File: src/rtl/if_align_buffer.sv
// if_align_buffer: fetch-side instruction aligner for an RV32IMC pipeline.
// Fetches whole words from instruction memory and queues them as 16-bit parcels.
// Presents one complete instruction at a time to the ID stage.
// A compressed instruction is zero-extended; a 32-bit instruction may straddle a word.
module if_align_buffer #(
  parameter logic [31:0] RESET_PC = 32'h0000_0000
) (
  input  logic        clk,
  input  logic        nrst,
  input  logic        flush,
  input  logic [31:0] flush_pc,
  output logic        fetch_req,
  output logic [31:0] fetch_addr,
  input  logic [31:0] imem_rdata,
  input  logic        imem_valid,
  input  logic        id_ready,
  output logic        id_valid,
  output logic [31:0] id_inst,
  output logic [31:0] id_pc,
  output logic        id_is_comp
);

  logic [15:0] r_buf [4];
  logic [2:0]  r_count;
  logic        r_outstanding;
  logic        r_stale;
  logic        r_skip_low;
  logic [31:0] r_fetch_ptr;
  logic [31:0] r_head_pc;

  logic        w_head_comp;
  logic        w_valid;
  logic        w_push_en;
  logic [1:0]  w_pop;
  logic [1:0]  w_push;
  logic [3:0]  w_level;
  logic [2:0]  w_base;
  logic [15:0] w_shift [4];
  logic [15:0] w_buf_next [4];

  // Decode the head parcel; a flush suppresses whatever is being presented.
  always_comb begin
    w_head_comp = (r_buf[0][1:0] != 2'b11);
    w_valid     = !flush && (((r_count != 3'd0) && w_head_comp) || (r_count >= 3'd2));
    id_valid    = w_valid;
    id_is_comp  = w_valid && w_head_comp;
    id_pc       = r_head_pc;
    id_inst     = 32'h0;
    if (w_valid) begin
      id_inst = w_head_comp ? {16'h0, r_buf[0]} : {r_buf[1], r_buf[0]};
    end
  end

  // Work out this cycle's pop and push sizes and the resulting fill level.
  // A new fetch needs room for a whole word after that level.
  always_comb begin
    w_pop = 2'd0;
    if (w_valid && id_ready) begin
      w_pop = w_head_comp ? 2'd1 : 2'd2;
    end
    w_push_en = imem_valid && !r_stale;
    w_push    = 2'd0;
    if (w_push_en) begin
      w_push = r_skip_low ? 2'd1 : 2'd2;
    end
    w_level    = {1'b0, r_count} - {2'b00, w_pop} + {2'b00, w_push};
    w_base     = r_count - {1'b0, w_pop};
    fetch_req  = nrst && !flush && (!r_outstanding || imem_valid) && (w_level <= 4'd2);
    fetch_addr = r_fetch_ptr;
  end

  // Shift out the consumed parcels first, then append the arriving ones at the tail.
  always_comb begin
    for (int i = 0; i < 4; i++) begin
      w_shift[i] = 16'h0;
    end
    case (w_pop)
      2'd1: begin
        w_shift[0] = r_buf[1];
        w_shift[1] = r_buf[2];
        w_shift[2] = r_buf[3];
      end
      2'd2: begin
        w_shift[0] = r_buf[2];
        w_shift[1] = r_buf[3];
      end
      default: begin
        for (int i = 0; i < 4; i++) begin
          w_shift[i] = r_buf[i];
        end
      end
    endcase
    for (int i = 0; i < 4; i++) begin
      w_buf_next[i] = w_shift[i];
      if (w_push_en) begin
        if (r_skip_low) begin
          if (3'(i) == w_base) w_buf_next[i] = imem_rdata[31:16];
        end else begin
          if (3'(i) == w_base) begin
            w_buf_next[i] = imem_rdata[15:0];
          end else if (3'(i) == w_base + 3'd1) begin
            w_buf_next[i] = imem_rdata[31:16];
          end
        end
      end
    end
  end

  // State update. A flush overrides consume and refill in the same cycle.
  // A response still in flight across a flush is marked stale and dropped when it lands.
  always_ff @(posedge clk or negedge nrst) begin
    if (!nrst) begin
      for (int i = 0; i < 4; i++) begin
        r_buf[i] <= 16'h0;
      end
      r_count       <= 3'd0;
      r_outstanding <= 1'b0;
      r_stale       <= 1'b0;
      r_skip_low    <= 1'b0;
      r_fetch_ptr   <= RESET_PC & ~32'h3;
      r_head_pc     <= RESET_PC;
    end else if (flush) begin
      for (int i = 0; i < 4; i++) begin
        r_buf[i] <= 16'h0;
      end
      r_count       <= 3'd0;
      r_head_pc     <= flush_pc;
      r_fetch_ptr   <= {flush_pc[31:2], 2'b00};
      r_skip_low    <= flush_pc[1];
      r_outstanding <= r_outstanding && !imem_valid;
      r_stale       <= r_outstanding && !imem_valid;
    end else begin
      for (int i = 0; i < 4; i++) begin
        r_buf[i] <= w_buf_next[i];
      end
      r_count   <= w_level[2:0];
      r_head_pc <= r_head_pc + {29'b0, w_pop, 1'b0};
      if (w_push_en && r_skip_low) begin
        r_skip_low <= 1'b0;
      end
      if (fetch_req) begin
        r_fetch_ptr   <= r_fetch_ptr + 32'd4;
        r_outstanding <= 1'b1;
      end else if (imem_valid) begin
        r_outstanding <= 1'b0;
      end
      if (imem_valid) begin
        r_stale <= 1'b0;
      end
    end
  end

endmodule

File: config.mk
export PLATFORM = sky130hd
export DESIGN_NAME = if_align_buffer
export DESIGN_NICKNAME = d
export VERILOG_FILES = /design/src/rtl/if_align_buffer.sv
export SDC_FILE = /design/constraint.sdc
export NUM_CORES = 1
export LEC_CHECK = 0
export BUFFER_PORTS_ARGS = -buffer_cell sky130_fd_sc_hd__buf_2
export CORE_AREA = 3 3 124 126
export DETAILED_ROUTE_END_ITERATION = 10
export DIE_AREA = 0 0 127 129
export GPL_ROUTABILITY_DRIVEN = 1
export PLACE_DENSITY = 0.9
export SETUP_SLACK_MARGIN = 0.4
export SLEW_MARGIN = 15
export SYNTH_ARGS = -nofsm -noshare
export SYNTH_HDL_FRONTEND = slang
export SYNTH_SLANG_ARGS = --single-unit
File: constraint.sdc
create_clock -name clk -period 10.1 [get_ports clk]
set_clock_uncertainty 0.1 [all_clocks]
set_input_delay 1.515 -clock clk [delete_from_list [all_inputs] [get_ports clk]]
set_output_delay 1.515 -clock clk [all_outputs]
set_load 0.02 [all_outputs]
### Word-level counts from Yosys, hierarchy flattened

Cells that the tools add are included.

| storage, ports and cells | value |
|---|---|
| register bits after elaboration | 134 |
| word-level logic and storage cells | 91 |
| input port bits | 69 |

| cells by class | value |
|---|---|
| reduce and logical (&&, ||, !) cells | 24 |
| add/subtract/negate cells | 6 |
| order comparisons | 2 |
| equal/unequal tests | 9 |
| muxes and demuxes | 40 |

Operator list:

| kind | number |
|---|---|
| 2-to-1 mux 16 bit | 21 |
| 2-to-1 mux 32 bit | 5 |
| 2-to-1 mux 64 bit | 1 |
| one-hot mux 32 bit (2 select lines) | 1 |
| adder 32 x 3 -> 32 bit | 1 |
| adder 32 x 3 -> 32 bit (second input constant) | 1 |
| one-hot mux 16 bit (2 select lines) | 1 |
| == test 2 x 3 -> 1 bit (first input constant) | 4 |
| logical AND 1 bit | 10 |
| 2-to-1 mux 2 bit | 4 |
| == test 1 x 3 -> 1 bit (first input constant) | 2 |
| zero test 3 bit | 2 |
| 2-to-1 mux 1 bit | 6 |
| nonzero test 2 bit | 3 |
| nonzero test 3 bit | 2 |
| adder 4 x 2 -> 4 bit | 1 |
| <= comparator 4 x 2 -> 1 bit (second input constant) | 1 |
| zero test 1 bit | 4 |
| subtractor 3 x 2 -> 4 bit | 1 |
| adder 3 x 1 -> 3 bit (second input constant) | 1 |
| greater-or-equal comparator 3 x 2 -> 1 bit (second input constant) | 1 |
| 2-to-1 mux 3 bit | 1 |
| subtractor 3 x 2 -> 3 bit | 1 |
| == test 2 x 1 -> 1 bit (second input constant) | 1 |
| other kinds (4) | 5 |

### Longest topological paths before layout

Gate-level depths: netlist of run 1.

| depth | value |
|---|---|
| depth after elaboration | 14 |
| depth in mapped cells | 18 |
| depth with buffers taken out | 14 |

### Worst setup path after synthesis of run 1

No wires, ideal clock.

| timing | value |
|---|---|
| kind | in2out |
| start | input flush |
| end | output fetch_req |
| stages | 13 |
| arrival time | 4.678 ns |
| slack | 3.807 ns |
| data required time | 8.485 ns |
| cell sequence | buf_2 > nand2b_1 > or3_1 > clkbuf_1 > clkbuf_1 > fa_1 > fa_1 > xnor2_1 > nand4_1 > or3_1 > buf_6 > inv_2 > buf_2 |

| between the ends | value |
|---|---|
| longest elaborated chain between the ends | 8 |

Ends and longest elaborated chain:

| item | RTL line | source |
|---|---|---|
| start: declaration | 10 | `input logic flush,` |
| zero test 1 bit * | 44, 68 |  |
| logical AND 1 bit | 44 | `w_valid = !flush && (((r_count != 3'd0) && w_head_comp) \|\| (r_count >= 3'd2));` |
| logical AND 1 bit | 58 | `if (w_valid && id_ready) begin` |
| 2-to-1 mux 2 bit | 58 |  |
| subtractor 3 x 2 -> 4 bit | 66 | `w_level = {1'b0, r_count} - {2'b00, w_pop} + {2'b00, w_push};` |
| adder 4 x 2 -> 4 bit | 66 |  |
| <= comparator 4 x 2 -> 1 bit | 68 | `fetch_req = nrst && !flush && (!r_outstanding \|\| imem_valid) && (w_level <= 4'd2);` |
| logical AND 1 bit * | 68 |  |
| end: declaration | 12 | `output logic fetch_req,` |

Every way passes the cells marked *; elsewhere a longest branch is shown, timed or not.

### Worst setup path in the final report of run 1

Same ends and word-level chain as after synthesis.

==> results of run 1 <==
logic make-up (layout without fill, tap and decap cells):
family                   after synthesis  after routing  synth area share
adder cells (fa/ha/maj)               13             13            0.0246
XOR/XNOR                              32             32            0.0358
other                                  1              2          0.000479
multiplexers                           5              5           0.00687
buffers and inverters                 87            234            0.0465
AND/OR/NAND/NOR                      334            334             0.227
flip-flops                           132            132             0.422
AO/OA/AOI/OAI                        288            288             0.236
final cells by class:
| class | count | share of cell area |
|---|---|---|
| Clock inverter | 11 | 0.0139 |
| Timing Repair Buffer | 177 | 0.0991 |
| Sequential cell | 132 | 0.354 |
| Tap cell | 184 | 0.0247 |
| Multi-Input combinational cell | 674 | 0.450 |
| Clock buffer | 21 | 0.0483 |
| Inverter | 25 | 0.0101 |
layout by cell type (no fill, tap or decap), types with 22 or more instances in the layout:
cell and n:
a22oi_1 62, buf_2 163, and2_1 38, o21ai_0 75
nand3_1 23, o22ai_1 32, dfrtp_1 132, inv_1 22
nor2_1 71, or3_1 36, nand2_1 58, a21oi_1 53
nor3_1 26
path summary, 6_finish.rpt:
path | slack, ps | endpoint | depth (start not counted)
max in group asynchronous | 7570 | id_pc[26] | 2
hold / removal | 410 | id_pc[0] | 1
hold reg to reg | 410 | id_pc[0] | 1
setup reg to reg | 4810 | r_buf[20] | 14
min in group asynchronous | 960 | r_buf[50] | 1
setup / recovery | 2770 | fetch_req | 14
flip-flops by register name (all words and copies together), names as in the netlist:
register,count
fetch_addr,30
id_pc,32
r_buf,64
r_count,3
r_outstanding,1
r_skip_low,1
r_stale,1
worst reg2reg max path, cell delays in order (launching register included):
cell      delay, ps
dfrtp_1         420
nor2_1          400
a221o_1         250
clkinv_1        600
ha_1            460
inv_1            70
fa_1            560
nor2b_1         210
ha_1            320
nor4b_1         320
a41oi_1          80
nor3_1          840
buf_4           320
a22oi_1         100
o21ai_0         150
per-stage QoR:
stage / setup WS (ps) / util / hold slack, ps
2_1_floorplan: 3810 / - / 365
3_3_place_gp: 3020 / 0.607 / 391
3_5_place_dp: 2890 / 0.607 / 398
4_1_cts: 2870 / 0.647 / 413
5_1_grt: 2580 / 0.647 / 425
6_report: 2770 / 0.647 / 411
power breakdown:
part / internal, mW / switching (mW) / leakage [nW] / total (mW)
sequential: 0.664 / 0.141 / 1.70 / 0.805
combinational: 0.329 / 0.523 / 2.16 / 0.852
clock: 0.371 / 0.238 / 0.281 / 0.609
total: 1.36 / 0.901 / 4.15 / 2.27
metal layers:
metal,vias to the layer above,part of all wire
met5,-,0
met4,0,0.025
met3,69,0.12
met2,580,0.48
met1,3759,0.38
li1,3564,-
==> impl_metrics.py, run 1 <==
metrics = {
    "synth": {
        "synth_commonest_cells": "132 x dfrtp_1, 76 x o21ai_0, 71 x nor2_1, 62 x a22oi_1, 58 x nand2_1",
        "synth_area_leaders": "dfrtp_1 42%, a22oi_1 5.9%, o21ai_0 4.9%, a21oi_1 3.5%, nor2_1 3.4%",
        "synth_area_um2": 7830,
        "async_flop_share": 1.00,
        "synth_edf_count": 0,
        "ys_ff_latch": 132,
        "synth_cells": 892,
        "synth-main-ff-cell": "dfrtp_1",
        "ys_seq_area_frac": 0.422,
        "yosysMostFrequentCell": "dfrtp_1",
        "yosys_warnings": 0,
        "avgSynthCellArea_um2": 8.78,
        "synth_top_area_share": 0.422,
        "synth.distinct_cells": 64,
        "synth_top_cell_by_area": "dfrtp_1",
    },
    "detailed_routing": {
        "postRouteAntennaNets": 0,
        "drc_errors": 0,
        "drtIter0Drc": 1052,
        "vias": 7972,
        "wl_per_cell_um": 19.4,
        "viasPerCell": 6.51,
        "firstDrtPassIters": 7,
        "routed_wl_um": 23800,
    },
    "clock_network": {
        "cts_hold_buf": 0,
        "h-tree-depth": 4,
        "post_cts_buffers": 0,
        "ctsResizeCount": 0,
        "cts_buffers": 17,
        "clock_sinks": 132,
        "tritoncts": "yes",
        "clk_path_buf_depth": 2,
        "insertion_delay_ps": 420,
        "clk_pin_slew_ps": 60,
        "cts-root-buf": "clkbuf_16",
    },
    "layout": {
        "multi_input_area_um2": 4200,
        "area_growth_pct": 19.2,
        "drive_gt1_frac": 0.219,
        "num_antenna_cells": 0,
        "fillCellCount": 1158,
        "finalNonFillerCells": 1224,
        "seq_area_um2": 3300,
        "final_nets": 1109,
        "fin_area_um2": 9330,
    },
    "sta": {
        "slew_viol_final": 0,
        "min_period_over_period": 0.725,
        "layout_min_cycle_time_ps": 7330,
        "fin_tns_setup_ps": 0,
        "worstMarginPinSlew_ps": 1220,
        "final_hold_viol_count": 0,
        "slew_headroom": 0.187,
        "rsz0062_at_grt": "no",
        "fmax_mhz": 136,
        "setup_viol": 0,
    },
    "placement": {
        "portBuffers": 165,
        "dpl.hpwl_um": 15700,
        "gp_congestion": 0.899,
        "dp.cells": 1192,
        "place_area_um2": 8750,
    },
    "floorplan": {
        "fp.dieW_um": 127,
        "coreArea_um2": 14400,
        "die-area_um2": 16400,
        "rows": 44,
        "die_h_um": 129,
        "initial_core_util": 0.543,
        "pin_count": 168,
    },
    "global_route": {
        "grt_pass1_vias": 7515,
        "grt_first_pass_wirelength_um": 38100,
        "met1_usage": 0.365,
        "use_met2": 0.479,
        "globalRouteMet3Util": 0.0868,
        "grt_max_degree": 75,
        "grt_overflow": 0,
        "antenna_found_initial": 0,
        "gr-usage-all-layers": 0.289,
        "grt_busiest_layer": "met2",
    },
    "worst_setup_path": {
        "startpoint_type": "input pin",
        "path_class": "in -> out",
        "cp_slowest_stage_delay_ps": 600,
        "crit_path_cell_trace": "buf_4 > nand2b_1 > a221o_1 > clkinv_1 > ha_1 > inv_1 > ha_1 > fa_1 > xnor2_1 > nand4_1 > or3_1 > buf_4 > inv_2 > buf_2",
        "crit_path_max_fanout": 52,
        "crit_start": "flush",
        "cp.arrival_ps": 5710,
        "reg2reg_from": "r_count[1]",
        "endpoint_kind": "output pin",
        "worstPathRequired_ps": 8490,
        "worst-path-buf-inv": 6,
        "worst_path_max_delay_cell": "clkinv_1",
        "critPathTopFamily": "buffers and inverters",
    },
    "hold_path": {
        "min_from": "id_pc[0]",
        "hp-class": "reg -> reg",
    },
    "pwr": {
        "irDropWorstVdd_v": 0.000146,
        "finalPower_mw": 2.27,
        "leakage_nw": 4.15,
        "powerDensity_nw_per_um2": 243,
    },
    "flow_run": {
        "cap_viol_max_count": 0,
    },
    "status": {
        "status": "completed",
    },
}
No activity file was read; power rests on OpenSTA's default activity.
==> run 2: changes to the inputs <==
--- a/config.mk
+++ b/config.mk
@@ -5,12 +5,13 @@
 export SDC_FILE = /design/constraint.sdc
 export NUM_CORES = 1
 export LEC_CHECK = 0
+export ABC_AREA = 1
 export BUFFER_PORTS_ARGS = -buffer_cell sky130_fd_sc_hd__buf_2
-export CORE_AREA = 3 3 124 126
+export CORE_AREA = 3 3 142 144
 export DETAILED_ROUTE_END_ITERATION = 10
-export DIE_AREA = 0 0 127 129
+export DIE_AREA = 0 0 145 147
 export GPL_ROUTABILITY_DRIVEN = 1
-export PLACE_DENSITY = 0.9
+export PLACE_DENSITY = 0.87
 export SETUP_SLACK_MARGIN = 0.4
 export SLEW_MARGIN = 15
 export SYNTH_ARGS = -nofsm -noshare
==> constraint.sdc (replaced) <==
create_clock -name clk -period 6.36 [get_ports clk]
set_clock_uncertainty 0.1 [all_clocks]
set_input_delay 0.954 -clock clk [delete_from_list [all_inputs] [get_ports clk]]
set_output_delay 0.954 -clock clk [all_outputs]
set_load 0.02 [all_outputs]
==> impl_metrics.py, run 2 <==
metrics = {
    "pwr": {
        "irDropWorstVdd_v": 0.000305,
        "powerDensity_nw_per_um2": 401,
        "leakage_nw": 5.93,
        "finalPower_mw": 4.50,
    },
    "synth": {
        "synth_edf_count": 0,
        "async_flop_share": 1.00,
        "synth_cells": 1549,
        "synth_area_um2": 9770,
        "synth_commonest_cells": "542 x nand2_1, 204 x inv_1, 175 x nand3_1, 132 x dfrtp_1, 110 x nor2_1",
        "avgSynthCellArea_um2": 6.31,
        "ys_ff_latch": 132,
        "yosysMostFrequentCell": "nand2_1",
        "synth_top_area_share": 0.338,
        "synth-main-ff-cell": "dfrtp_1",
        "synth_top_cell_by_area": "dfrtp_1",
        "synth_area_leaders": "dfrtp_1 34%, nand2_1 21%, nand3_1 9.0%, inv_1 7.8%, nor2_1 4.2%",
        "synth.distinct_cells": 36,
        "ys_seq_area_frac": 0.338,
        "yosys_warnings": 0,
    },
    "clock_network": {
        "h-tree-depth": 4,
        "post_cts_buffers": 0,
        "cts_buffers": 17,
        "insertion_delay_ps": 430,
        "tritoncts": "yes",
        "clk_path_buf_depth": 2,
        "ctsResizeCount": 0,
        "cts-root-buf": "clkbuf_16",
        "cts_hold_buf": 0,
        "clock_sinks": 132,
        "clk_pin_slew_ps": 60,
    },
    "layout": {
        "final_common_cell": "nand2_1",
        "final_nets": 1754,
        "regMostFlops": "r_buf",
        "fillCellCount": 1761,
        "multi_input_area_um2": 5300,
        "largest_reg_flops": 64,
        "seq_area_um2": 3300,
        "drive_gt1_frac": 0.141,
        "final_util": 0.596,
        "area_growth_pct": 14.9,
        "final_cell_mix": "542 x nand2_1, 204 x inv_1, 175 x nand3_1, 164 x buf_2, 132 x dfrtp_1",
    },
    "detailed_routing": {
        "top_layer": "met5",
        "wl_per_cell_um": 16.5,
        "route.met2.wl_um": 14500,
        "routed_wl_um": 32100,
        "viasPerCell": 5.55,
        "drtIter0Drc": 1320,
        "vias": 10800,
        "wl_met1_um": 12500,
        "routed-wl-met3_um": 3830,
        "postRouteAntennaNets": 0,
        "drc_errors": 0,
        "firstDrtPassIters": 8,
    },
    "worst_setup_path": {
        "path_class": "reg -> out",
        "crit_path_max_fanout": 35,
        "worstPathRequired_ps": 5310,
        "r2r_cells": 18,
        "crit_path_cell_trace": "nand2_1 > inv_2 > nand4_1 > fa_1 > fa_1 > xnor2_1 > nand4_1 > nor2_2 > buf_4 > buf_2",
        "worst_path_max_delay_cell": "fa_1",
        "endpoint_kind": "output pin",
        "cp_slowest_stage_delay_ps": 650,
        "cp.arrival_ps": 4170,
        "reg2reg_slack_ps": 1800,
        "worst-path-buf-inv": 3,
        "reg2reg_from": "r_buf[48]",
        "r2r_end": "r_buf[37]",
        "critPathTopFamily": "buffers and inverters",
        "startpoint_type": "flip-flop",
        "crit_start": "r_buf[49]",
    },
    "sta": {
        "worst_slack_ps": 1140,
        "fin_tns_setup_ps": 0,
        "layout_min_cycle_time_ps": 5220,
        "slew_headroom": 0.286,
        "slew_viol_final": 0,
        "fmax_mhz": 191,
        "rsz0062_at_grt": "no",
        "setup_viol": 0,
        "final_hold_viol_count": 0,
        "worstMarginPinSlew_ps": 1070,
        "min_period_over_period": 0.821,
    },
    "hold_path": {
        "min_delay_worst_endpoint": "id_pc[0]",
        "hp-class": "reg -> reg",
        "min_from": "id_pc[0]",
        "min_delay_path_depth": 2,
    },
    "floorplan": {
        "coreArea_um2": 18800,
        "pin_count": 168,
        "initial_core_util": 0.519,
        "fp.dieW_um": 145,
        "die-area_um2": 21300,
        "rows": 50,
        "die_h_um": 147,
    },
    "placement": {
        "portBuffers": 165,
        "pre_cts_ws_ps": 1480,
        "gp_congestion": 0.953,
        "dpl.hpwl_um": 22200,
    },
    "global_route": {
        "antenna_found_initial": 3,
        "grt_pass1_vias": 9732,
        "gr-usage-all-layers": 0.291,
        "grt_first_pass_wirelength_um": 50700,
        "grt_max_degree": 94,
        "grt_overflow": 0,
    },
    "status": {
        "status": "completed",
    },
    "flow_run": {
        "cap_viol_max_count": 0,
    },
}
run 2: cells by family after synthesis:
logic type	share of synthesized area
compound gates	0.120
xor+xnor	0.0197
fa+ha+maj	0.0197
buf+inv	0.121
flops	0.338
other cells	0.000384
simple gates	0.381
run 2: layout make-up:
class,instances,share of cell area
clock inverter,13,0.0139
clock buffer,19,0.0403
multi-input combinational,1135,0.472
antenna,1,0.000223
inverter,213,0.0712
timing repair buffer,173,0.0795
sequential,132,0.294
tap,260,0.0290
run 2: metrics by stage:
stage	std cells	hold WS [ps]	area (um^2)
6_report	1946	382	11200
2_1_floorplan	1550	375	9770
5_1_grt	1946	402	11200
3_3_place_gp	1913	378	10600
3_5_place_dp	1913	370	10600
4_1_cts	1945	386	11200
run 2: worst max-delay path by stage:
stage                      endpoint  slack (ps)  cells past startpoint
after floorplan           fetch_req        2050                      9
after global placement    fetch_req        1600                     10
after detailed placement  fetch_req        1480                     10
after CTS                 fetch_req        1170                     10
after global routing      fetch_req         890                     10
final                     fetch_req        1140                     10
run 2: per-layer routing:
metal | up-vias | GRT usage
met2 | 700 | 0.472
met3 | 99 | 0.0685
met4 | 4 | 0.113
met5 | - | 0
met1 | 4847 | 0.380
li1 | 5157 | -
run 2: worst min-delay path: stages, from the launching register on:
cell and delay [ps]:
dfrtp_1 350, nand2_1 50, nand2_1 50
run 2: power breakdown:
group          switching, mW  internal, mW  total [mW]  leakage (nW)
combinational           1.49         0.660        2.15          3.94
sequential             0.223          1.09        1.32          1.70
clock                  0.398         0.635        1.03         0.287
total                   2.11          2.39        4.50          5.93
